===== src/rtl/avl_stream_reader_if.sv =====
// Avalon-style memory bus between an initiator and a word-addressed slave.
// Ports: master drives request side, slave drives ready/response side.
interface i_avl_bus;
    logic [31:0] address;
    logic [3:0]  byte_en;
    logic        read;
    logic        write;
    logic [31:0] write_data;
    logic        begin_burst_transfer;
    logic [7:0]  burst_count;
    logic        request_ready;
    logic [31:0] read_data;
    logic        read_data_valid;
    logic        resp_ready;

    modport master (
        output address, byte_en, read, write, write_data,
        output begin_burst_transfer, burst_count, resp_ready,
        input  request_ready, read_data, read_data_valid
    );

    modport slave (
        input  address, byte_en, read, write, write_data,
        input  begin_burst_transfer, burst_count, resp_ready,
        output request_ready, read_data, read_data_valid
    );
endinterface


===== src/rtl/avl_stream_reader.sv =====
// Reads word_count words from base_addr over avl_m0, streams them out.
// Ports: start/base_addr/word_count in, busy/done status, out_* stream.
module avl_stream_reader #(
    parameter int MAX_OUTSTANDING = 4,
    parameter int LEN_WIDTH       = 16
) (
    input  logic                 clk,
    input  logic                 rest,
    input  logic                 start,
    input  logic [31:0]          base_addr,
    input  logic [LEN_WIDTH-1:0] word_count,
    output logic                 busy,
    output logic                 done,
    i_avl_bus.master             avl_m0,
    output logic [31:0]          out_data,
    output logic                 out_valid,
    input  logic                 out_ready
);

    localparam int AW = $clog2(MAX_OUTSTANDING);
    localparam int CW = AW + 1;

    typedef enum logic [1:0] {IDLE, RUN, FIN} state_t;

    state_t               state;
    state_t               state_nxt;
    logic [LEN_WIDTH-1:0] len;
    logic [LEN_WIDTH-1:0] issued;
    logic [LEN_WIDTH-1:0] popped;
    logic [31:0]          addr;
    logic [CW-1:0]        in_flight;
    logic [CW-1:0]        fifo_count;
    logic [AW-1:0]        wr_ptr;
    logic [AW-1:0]        rd_ptr;
    logic [31:0]          mem [MAX_OUTSTANDING];
    logic                 req_acc;
    logic                 rsp_acc;
    logic                 pop;
    logic                 fifo_full;
    logic                 credit_ok;
    logic                 read_en;
    logic                 last_pop;
    logic                 accept_start;

    assign avl_m0.write                = 1'b0;
    assign avl_m0.write_data           = 32'd0;
    assign avl_m0.byte_en              = 4'hF;
    assign avl_m0.burst_count          = 8'd1;
    assign avl_m0.begin_burst_transfer = 1'b0;

    // Credits count both reads on the bus and words parked in the FIFO,
    // so a response can never find the FIFO full.
    assign fifo_full = fifo_count == CW'(MAX_OUTSTANDING);
    assign credit_ok = ({1'b0, in_flight} + {1'b0, fifo_count})
                       < (CW+1)'(MAX_OUTSTANDING);

    // Built from registers only: once raised it cannot fall before accept,
    // since neither the credit sum nor issued moves without an accept.
    assign read_en = (state == RUN) && (issued != len) && credit_ok;

    assign avl_m0.read       = read_en;
    assign avl_m0.address    = addr;
    assign avl_m0.resp_ready = !fifo_full;

    assign req_acc  = read_en && avl_m0.request_ready;
    assign rsp_acc  = avl_m0.read_data_valid && !fifo_full;
    assign pop      = out_valid && out_ready;
    assign last_pop = pop && (popped == len - LEN_WIDTH'(1));

    assign accept_start = (state == IDLE) && start;

    assign out_valid = fifo_count != '0;
    assign out_data  = mem[rd_ptr];

    always_ff @(posedge clk or negedge rest) begin
        if (!rest) state <= IDLE;
        else       state <= state_nxt;
    end

    always_comb begin
        state_nxt = state;
        unique case (state)
            IDLE: begin
                if (start) begin
                    state_nxt = (word_count == '0) ? FIN : RUN;
                end
            end
            RUN: begin
                if (last_pop) state_nxt = FIN;
            end
            FIN:     state_nxt = IDLE;
            default: state_nxt = IDLE;
        endcase
    end

    always_comb begin
        busy = 1'b0;
        done = 1'b0;
        unique case (state)
            RUN:     busy = 1'b1;
            FIN:     done = 1'b1;
            default: ;
        endcase
    end

    always_ff @(posedge clk or negedge rest) begin
        if (!rest) begin
            len        <= '0;
            issued     <= '0;
            popped     <= '0;
            addr       <= '0;
            in_flight  <= '0;
            fifo_count <= '0;
            wr_ptr     <= '0;
            rd_ptr     <= '0;
        end else begin
            if (accept_start) begin
                len    <= word_count;
                addr   <= base_addr & 32'hFFFF_FFFC;
                issued <= '0;
                popped <= '0;
            end else begin
                if (req_acc) begin
                    addr   <= addr + 32'd4;
                    issued <= issued + LEN_WIDTH'(1);
                end
                if (pop) popped <= popped + LEN_WIDTH'(1);
            end
            in_flight  <= in_flight + CW'(req_acc) - CW'(rsp_acc);
            fifo_count <= fifo_count + CW'(rsp_acc) - CW'(pop);
            if (rsp_acc) wr_ptr <= wr_ptr + AW'(1);
            if (pop)     rd_ptr <= rd_ptr + AW'(1);
        end
    end

    always_ff @(posedge clk) begin
        if (rsp_acc) mem[wr_ptr] <= avl_m0.read_data;
    end

endmodule


===== src/flat_wrapper.sv =====
// flat-port wrapper written by rule: the top's interface ports become plain ports
module avl_stream_reader_flat 
#(
    parameter int MAX_OUTSTANDING = 4,
    parameter int LEN_WIDTH       = 16
)
  (clk, rest, start, base_addr, word_count, busy, done, out_data, out_valid, out_ready, avl_m0_address, avl_m0_byte_en, avl_m0_read, avl_m0_write, avl_m0_write_data, avl_m0_begin_burst_transfer, avl_m0_burst_count, avl_m0_resp_ready, avl_m0_request_ready, avl_m0_read_data, avl_m0_read_data_valid);
  i_avl_bus avl_m0_i ();
  input  logic clk;
  input  logic rest;
  input  logic start;
  input  logic [31:0] base_addr;
  input  logic [LEN_WIDTH-1:0] word_count;
  output logic busy;
  output logic done;
  output logic [31:0] out_data;
  output logic out_valid;
  input  logic out_ready;
  output wire logic [$bits(avl_m0_i.address)-1:0] avl_m0_address;
  output wire logic [$bits(avl_m0_i.byte_en)-1:0] avl_m0_byte_en;
  output wire logic [$bits(avl_m0_i.read)-1:0] avl_m0_read;
  output wire logic [$bits(avl_m0_i.write)-1:0] avl_m0_write;
  output wire logic [$bits(avl_m0_i.write_data)-1:0] avl_m0_write_data;
  output wire logic [$bits(avl_m0_i.begin_burst_transfer)-1:0] avl_m0_begin_burst_transfer;
  output wire logic [$bits(avl_m0_i.burst_count)-1:0] avl_m0_burst_count;
  output wire logic [$bits(avl_m0_i.resp_ready)-1:0] avl_m0_resp_ready;
  input wire logic [$bits(avl_m0_i.request_ready)-1:0] avl_m0_request_ready;
  input wire logic [$bits(avl_m0_i.read_data)-1:0] avl_m0_read_data;
  input wire logic [$bits(avl_m0_i.read_data_valid)-1:0] avl_m0_read_data_valid;
  assign avl_m0_address = avl_m0_i.address;
  assign avl_m0_byte_en = avl_m0_i.byte_en;
  assign avl_m0_read = avl_m0_i.read;
  assign avl_m0_write = avl_m0_i.write;
  assign avl_m0_write_data = avl_m0_i.write_data;
  assign avl_m0_begin_burst_transfer = avl_m0_i.begin_burst_transfer;
  assign avl_m0_burst_count = avl_m0_i.burst_count;
  assign avl_m0_resp_ready = avl_m0_i.resp_ready;
  assign avl_m0_i.request_ready = avl_m0_request_ready;
  assign avl_m0_i.read_data = avl_m0_read_data;
  assign avl_m0_i.read_data_valid = avl_m0_read_data_valid;
  avl_stream_reader #(.MAX_OUTSTANDING(MAX_OUTSTANDING), .LEN_WIDTH(LEN_WIDTH)) u_core (.clk(clk), .rest(rest), .start(start), .base_addr(base_addr), .word_count(word_count), .busy(busy), .done(done), .avl_m0(avl_m0_i), .out_data(out_data), .out_valid(out_valid), .out_ready(out_ready));
endmodule

===== config.mk =====
export PLATFORM = sky130hd
export DESIGN_NAME = avl_stream_reader_flat
export DESIGN_NICKNAME = d
export VERILOG_FILES = /design/src/rtl/avl_stream_reader_if.sv /design/src/rtl/avl_stream_reader.sv /design/src/flat_wrapper.sv
export SDC_FILE = /design/constraint.sdc
export NUM_CORES = 1
export LEC_CHECK = 0
export CELL_PAD_IN_SITES_DETAIL_PLACEMENT = 1
export CELL_PAD_IN_SITES_GLOBAL_PLACEMENT = 1
export CORE_ASPECT_RATIO = 1.2
export CORE_UTILIZATION = 30
export CTS_CLUSTER_DIAMETER = 120
export DETAILED_ROUTE_END_ITERATION = 7
export PLACE_DENSITY_LB_ADDON = 0.1
export SLEW_MARGIN = 25
export SYNTH_ARGS = -nofsm -noshare
export SYNTH_HDL_FRONTEND = slang
export SYNTH_SLANG_ARGS = --single-unit

===== constraint.sdc =====
create_clock -name clk -period 4.75 [get_ports clk]
set_clock_uncertainty 0.15 [all_clocks]
set_input_delay 0.475 -clock clk [delete_from_list [all_inputs] [get_ports clk]]
set_output_delay 0.475 -clock clk [all_outputs]
set_load 0.01 [all_outputs]

==> results of run 1 <==
[cell families after synthesis]
group | count (synthesis)
and+or+nand+nor | 273
other | 2
AOI/OAI and AO/OA | 108
muxes | 42
DFF | 218
buffers and inverters | 108
adders and majority gates | 16
xor gates and xnor gates | 61
[cells in the mapped netlist (16+ instances only)]
master	number
xnor2_1	23
inv_1	18
buf_4	49
edfxtp_1	128
dfrtp_1	90
xor2_1	38
o31ai_1	26
or4_1	17
nor2_1	44
nand2_1	100
a21oi_1	16
clkbuf_1	23
nand3_1	24
nand4_1	18
mux4_2	32
a21o_1	20
[final cells by class]
class                   count  share of cell area [%]
multi-input cells         548                    29.8
flip-flops and latches    218                    46.7
clock inverters            18                    1.29
clock buffers              28                    4.88
well taps                 456                    4.37
repair buffers            165                    12.5
inverters                  19                   0.546
[critical path: stages, from the launching register on]
cell	delay, ns
dfrtp_1	0.45
xor2_1	0.21
nor4_1	0.47
nand4_1	0.38
and2_1	0.28
clkdlybuf4s50_1	0.50
[path summary, 6_finish.rpt]
| check | slack [ns] | to | depth (start not counted) | startpoint |
|---|---|---|---|---|
| worst max register to register | 1.40 | u_core.in_flight[2] | 9 | u_core.issued[0] |
| min in group asynchronous | 0.40 | u_core.len[9] | 2 | rest |
| max in group asynchronous | 3.20 | u_core.rd_ptr[0] | 3 | rest |
| worst min-delay path | 0.33 | u_core.rd_ptr[1] | 1 | u_core.rd_ptr[1] |
| worst min register to register | 0.33 | u_core.rd_ptr[1] | 1 | u_core.rd_ptr[1] |
| worst max-delay path | 1.32 | avl_m0_read | 5 | u_core.issued[0] |
[repair_timing]
| action | CTS | global route |
|---|---|---|
| buffers inserted | 0 | 0 |
| hold endpoints to repair | 58 | 0 |
| hold buffers | 1 | 0 |
[sequential cells by signal, summed over array words and instances, names as in the netlist]
| register | count |
|---|---|
| u_core.wr_ptr | 2 |
| u_core.len | 16 |
| u_core.state | 2 |
| u_core.in_flight | 3 |
| u_core.fifo_count | 3 |
| u_core.mem | 128 |
| u_core.rd_ptr | 2 |
| u_core.issued | 16 |
| u_core.avl_m0.address | 30 |
| u_core.popped | 16 |
[power groups by stage]
stage | Clock (mW) | Sequential, mW | Combinational (mW)
3_3_place_gp | 0 | 2.92 | 2.56
5_1_grt | 2.03 | 2.96 | 2.79
6_report | 1.90 | 2.89 | 2.52
4_1_cts | 1.97 | 2.90 | 2.59
3_5_place_dp | 0 | 2.93 | 2.59
2_1_floorplan | 0 | 2.80 | 1.51
[per-layer routing]
layer | part of all wire, % | global-route usage [%] | vias up
met2 | 49 | 26.4 | 163
met1 | 43 | 19.2 | 3452
met5 | 0 | 0 | -
met3 | 6.2 | 3.43 | 26
met4 | 1.8 | 3.95 | 0
li1 | - | - | 3264
==> metrics.md, run 1 <==
| Metric | Value |
|---|---|
| Status | complete, no violations |
| Synth area leaders | edfxtp_1, dfrtp_1, mux4_2, nand2_1, buf_4 |
| GRT overflow | 0 |
| CP required | just over 4 ns |
| Io pins | 201 |
| Syn-to-layout area delta | 25.6% |
| Slew @ Worst Pin | 1.04 ns |
| Crit path arrival time | 2.81 ns |
| Final Net Count | 1079 |
| Global-route wire length before repair | 42000 um |
| Final Core Density | 38.3% |
| Commonest non-fill, non-tap cell in the layout | clkdlybuf4s50_1 |
| Combinational share of power | 34.5% |
| Share of cells above drive strength 1 | around a tenth |
| Non-Filler Instances | 1452 |
| Sw Share | 33.3% |
| Vias in the first global route | 7383 |
| Final Max Slew Viols | 0 |
| Clock Tree Buf Depth | 3 |
| CP Max Fanout | 6 |
| Worst-skew pair later-pin latency | around 0.52 ns |
| Post-Synthesis Cell Area | 10400 sq um |
| Rows | 74 |
| Flop pwr share | 39.5% |
| Via count normalized by instance count | about 4.8 |
| DIE AREA | 35400 sq um |
| Setup TNS | 0 ns |
| Sink Count | around 220 |
| Post-DP Area | between 10000 and 15000 sq um |
| Initial DRC count | 378 |
| Pre-CTS setup slack | 1.26 ns |
| Synth Area in Adders | 2.07% |
| Final hold violation count | 0 |
| Leakage | 4.95 nW |
| Total power draw | ~7.3 mW |
| Cell count after placement | between 1000 and 1500 |
| EDFF count, synth | 128 |
| Storage cell area | around 6100 sq um |
| Flops & latches, synth | around 220 |
| Syn Area/Cell | 12.6 sq um |
| Final Instance Area | 13100 sq um |
| DIE WIDTH | 172 um |
| ANT cells | 0 |
| Post-layout min period | 3.43 ns |
| Hpwl dp | 17900 um |
| Post-Syn Instances | 828 |
| GPL Wtd Cong | 0.733 |
| Core footprint | 34100 sq um |
| Drt wl/cell | 18.4 um |
| Final worst-path cycle share | about 72% |
| Int Pwr | 4.88 mW |
| Worst setup margin | 1.32 ns |
| Drt first pass iters | 4 |
| Slew headroom | a little under a third |
| Unique masters post-synth | 54 |
| H-tree Lvls | 1 |
| Pwr/cell area | 560 nW/um^2 |
| Largest net degree at the start of global routing | between 70 and 80 |
| DRC viols | 0 |
| Area fraction in compound gates after synthesis | 7.28% |
| Startpoint Class | register |
| Async SR Flop Fraction | 41.3% |
| CTS resizes | 0 |
| Clock share of power | 26.0% |
| Initial core utilization | 30.5% |
| Initial antenna violation count | 0 |
| Final setup viols | 0 |
| Fmax | 0.291 GHz |
| MaxCap Viol Count | 0 |
| Vias | 6905 |
| Mux share of post-synthesis cell area | 7.89% |
| Ys Warns | 0 |
| Crit Path Class | register to output port |
| Root buffer cell | clkbuf_16 |
| Synth Area in Simple Gates | around an eighth |
| Seq/Total Area, Yosys | 58.6% |
| Die Span Y | 206 um |
| GRT Total Usage | 15.3% |
| Most frequent cells in the layout | clkdlybuf4s50_1, edfxtp_1, nand2_1 |
| P_sw | 2.43 mW |
| Post-Synth XOR/XNOR Area | under 10% |
| Routed Wire Length | about 27000 um |
| Post-synth top area cell | edfxtp_1 |
| Unrepaired setup endpoints after global routing | false |
| Largest family of logic cells by synthesized area | simple AND/OR/NAND/NOR gates |
| Port bufs | 150 |
| Hold Slack | approximately 0.33 ns |
| Synth top area share | a little under two fifths |
| CTS Buf Count | 25 |
| Ys flop type | edfxtp_1 |
| Multi-input gate area | about 4000 sq um |
| Antenna-violating nets left | 0 |
| CP endpoint kind | output port |
| # fillers | 3677 |
| CTS tree | done |
| Worst min path class | register to register |
| Clk pin slew, worst setup/hold paths | 0.06 ns |
| Maximum vdd drop | 0.243 mV |
(Power assumes the default switching activity.)
==> run 2: changes to the inputs <==
==> constraint.sdc (replaced) <==
create_clock -name clk -period 3.25 [get_ports clk]
set_clock_uncertainty 0.15 [all_clocks]
set_input_delay 0.325 -clock clk [delete_from_list [all_inputs] [get_ports clk]]
set_output_delay 0.325 -clock clk [all_outputs]
set_load 0.01 [all_outputs]
==> run 2 against run 1 <==
Against the previous run: critical path depth up 2; via count up 0.45%; sequential share of layout area decreased by 0.35 points; first-iteration DRC count fell by 12%; final cell count rose by 0.28%; largest power group unchanged; hold slack worse by 0.15 ns; critical path type unchanged; global-route usage grew 0.21 points; combinational power increased by 47%; register-to-register slack got worse by 1.0 ns.
==> metrics.md, run 2 (synthesis gave the netlist of run 1 again) <==
| Metric | Value |
|---|---|
| Largest net degree at the start of global routing | 56 (was 78) |
| Slew headroom | 49.5% (was 30.6%) |
| Routed Wire Length | 26800 um (was 26700 um) |
| CP endpoint kind | output port (unchanged) |
| Io pins | 201 (unchanged) |
| CP required | 2.77 ns (was 4.12 ns) |
| CP Max Fanout | 5 (was 6) |
| Syn-to-layout area delta | 26.6% (was 25.6%) |
| Drt wl/cell | 18.4 um (about the same) |
| Rows | 74 (unchanged) |
| Initial DRC count | 331 (was 378) |
| Share of cells above drive strength 1 | 10.3% (was 9.44%) |
| Worst-skew pair later-pin latency | 0.53 ns (was 0.52 ns) |
| Pwr/cell area | 825 nW/um^2 (was 560 nW/um^2) |
| Hpwl dp | 18100 um (was 17900 um) |
| GRT overflow | 0 (unchanged) |
| Status | complete, no violations (unchanged) |
| Die Span Y | 206 um (unchanged) |
| Clk pin slew, worst setup/hold paths | 0.06 ns (about the same) |
| Port bufs | 150 (unchanged) |
| DIE AREA | 35400 sq um (unchanged) |
| CTS Buf Count | 25 (unchanged) |
| Sink Count | 218 (unchanged) |
| Initial antenna violation count | 0 (unchanged) |
| Drt first pass iters | 4 (unchanged) |
| Worst min path class | input pin to async pin (was register to register) |
| Global-route wire length before repair | 42200 um (was 42000 um) |
| Slew @ Worst Pin | 0.756 ns (was 1.04 ns) |
| Cell count after placement | 1410 (was 1405) |
| GRT Total Usage | 15.5% (was 15.3%) |
| Crit Path Class | register to output port (unchanged) |
| Most flops, register | u_core.mem (unchanged) |
| Leakage | 5.00 nW (was 4.95 nW) |
| Antenna-violating nets left | 0 (unchanged) |
| Final setup viols | 0 (unchanged) |
| Via count normalized by instance count | 4.76 (about the same) |
| Non-Filler Instances | 1456 (was 1452) |
| Fmax | 0.323 GHz |
| Postcts setup bufs | 0 (unchanged) |
| Vias | 6936 (was 6905) |
| Root buffer cell | clkbuf_16 (unchanged) |
| DIE WIDTH | 172 um (unchanged) |
| MaxCap Viol Count | 0 (unchanged) |
| Vias in the first global route | 7337 (was 7383) |
| Post-layout min period | roughly 3.1 ns |
| Final Net Count | 1084 (was 1079) |
| Crit path arrival time | 2.62 ns (was 2.81 ns) |
| Largest register FFs | 128 (unchanged) |
| Final hold violation count | 0 (unchanged) |
| Maximum vdd drop | 0.364 mV (was 0.243 mV) |
| Most frequent cells in the layout | clkdlybuf4s50_1, edfxtp_1, nand2_1 (unchanged) |
| Total power draw | 10.9 mW (was 7.31 mW) |
| Clock Tree Buf Depth | 3 (unchanged) |
| Pre-CTS setup slack | 0.351 ns (was 1.26 ns) |
| Final worst-path cycle share | 95.2% |
| Startpoint Class | register (unchanged) |
| Commonest non-fill, non-tap cell in the layout | clkdlybuf4s50_1 (unchanged) |
| Core footprint | 34100 sq um (unchanged) |
| Hold Slack | 0.179 ns (was 0.328 ns) |
| Worst setup margin | 0.155 ns (was 1.32 ns) |
| Final Max Slew Viols | 0 (unchanged) |
| GPL Wtd Cong | 0.724 (was 0.733) |
| H-tree Lvls | 1 (unchanged) |
| Initial core utilization | 30.5% (unchanged) |
| # fillers | 3665 (was 3677) |
| DRC viols | 0 (unchanged) |
| CTS tree | done (unchanged) |
[run 2: worst paths after layout]
path                            slack [ns]                  from  depth (start not counted)                end
worst max-delay path                  0.15  u_core.fifo_count[2]                          7        avl_m0_read
worst min-delay path                  0.18                  rest                          2  u_core.popped[13]
worst max register to register        0.37         u_core.len[0]                          8    u_core.state[1]
worst min register to register        0.33      u_core.rd_ptr[1]                          1   u_core.rd_ptr[1]
max in group asynchronous             2.14                  rest                          3      u_core.len[0]
min in group clk                      0.22        word_count[13]                          3     u_core.len[13]
[run 2: stage by stage]
stage                     instance area, sq um  setup TNS [ns]  utilization [%]
after floorplan                          10600               0                -
after global placement                   12300               0             36.1
after detailed placement                 12300               0             36.1
after CTS                                13200               0             38.6
after global routing                     13200         -0.0113             38.6
final                                    13200               0             38.6
[run 2: critical path, cell delays in order (launching register included)]
cell and delay [ns]:
dfrtp_1 0.43, ha_1 0.31, nor3_1 0.15, nand2_1 0.09, a31oi_2 0.22, buf_4 0.18, and2_1 0.13, clkdlybuf4s50_1 0.58
[run 2: timing repair]
item	CTS	global route
hold endpoints to repair	37	0
setup endpoints to repair	0	1
gates resized for setup	0	2
hold buffers	1	0
[run 2: power breakdown]
group / switching, mW / leakage (nW) / internal [mW]
Sequential: 0.626 / 2.29 / 3.63
Clock: 1.17 / 0.396 / 1.73
Combinational: 1.76 / 2.31 / 1.95
[run 2: layer usage]
metal / up-vias / share of wire [%] / track usage, %
met5: - / 0 / 0
met4: 0 / 1.6 / 4.01
met3: 26 / 5.9 / 3.60
met2: 149 / 50 / 26.6
met1: 3489 / 43 / 19.6
li1: 3272 / - / -
[run 2: cell type report]
class                   count  area (sq um)  share of cell area [%]
diodes                      1          2.50                  0.0190
clock buffers              27           633                    4.81
clock inverters            17           206                    1.57
inverters                  19          71.3                   0.542
multi-input cells         548          3890                    29.6
flip-flops and latches    218          6100                    46.3
well taps                 456           571                    4.33
repair buffers            170          1690                    12.8
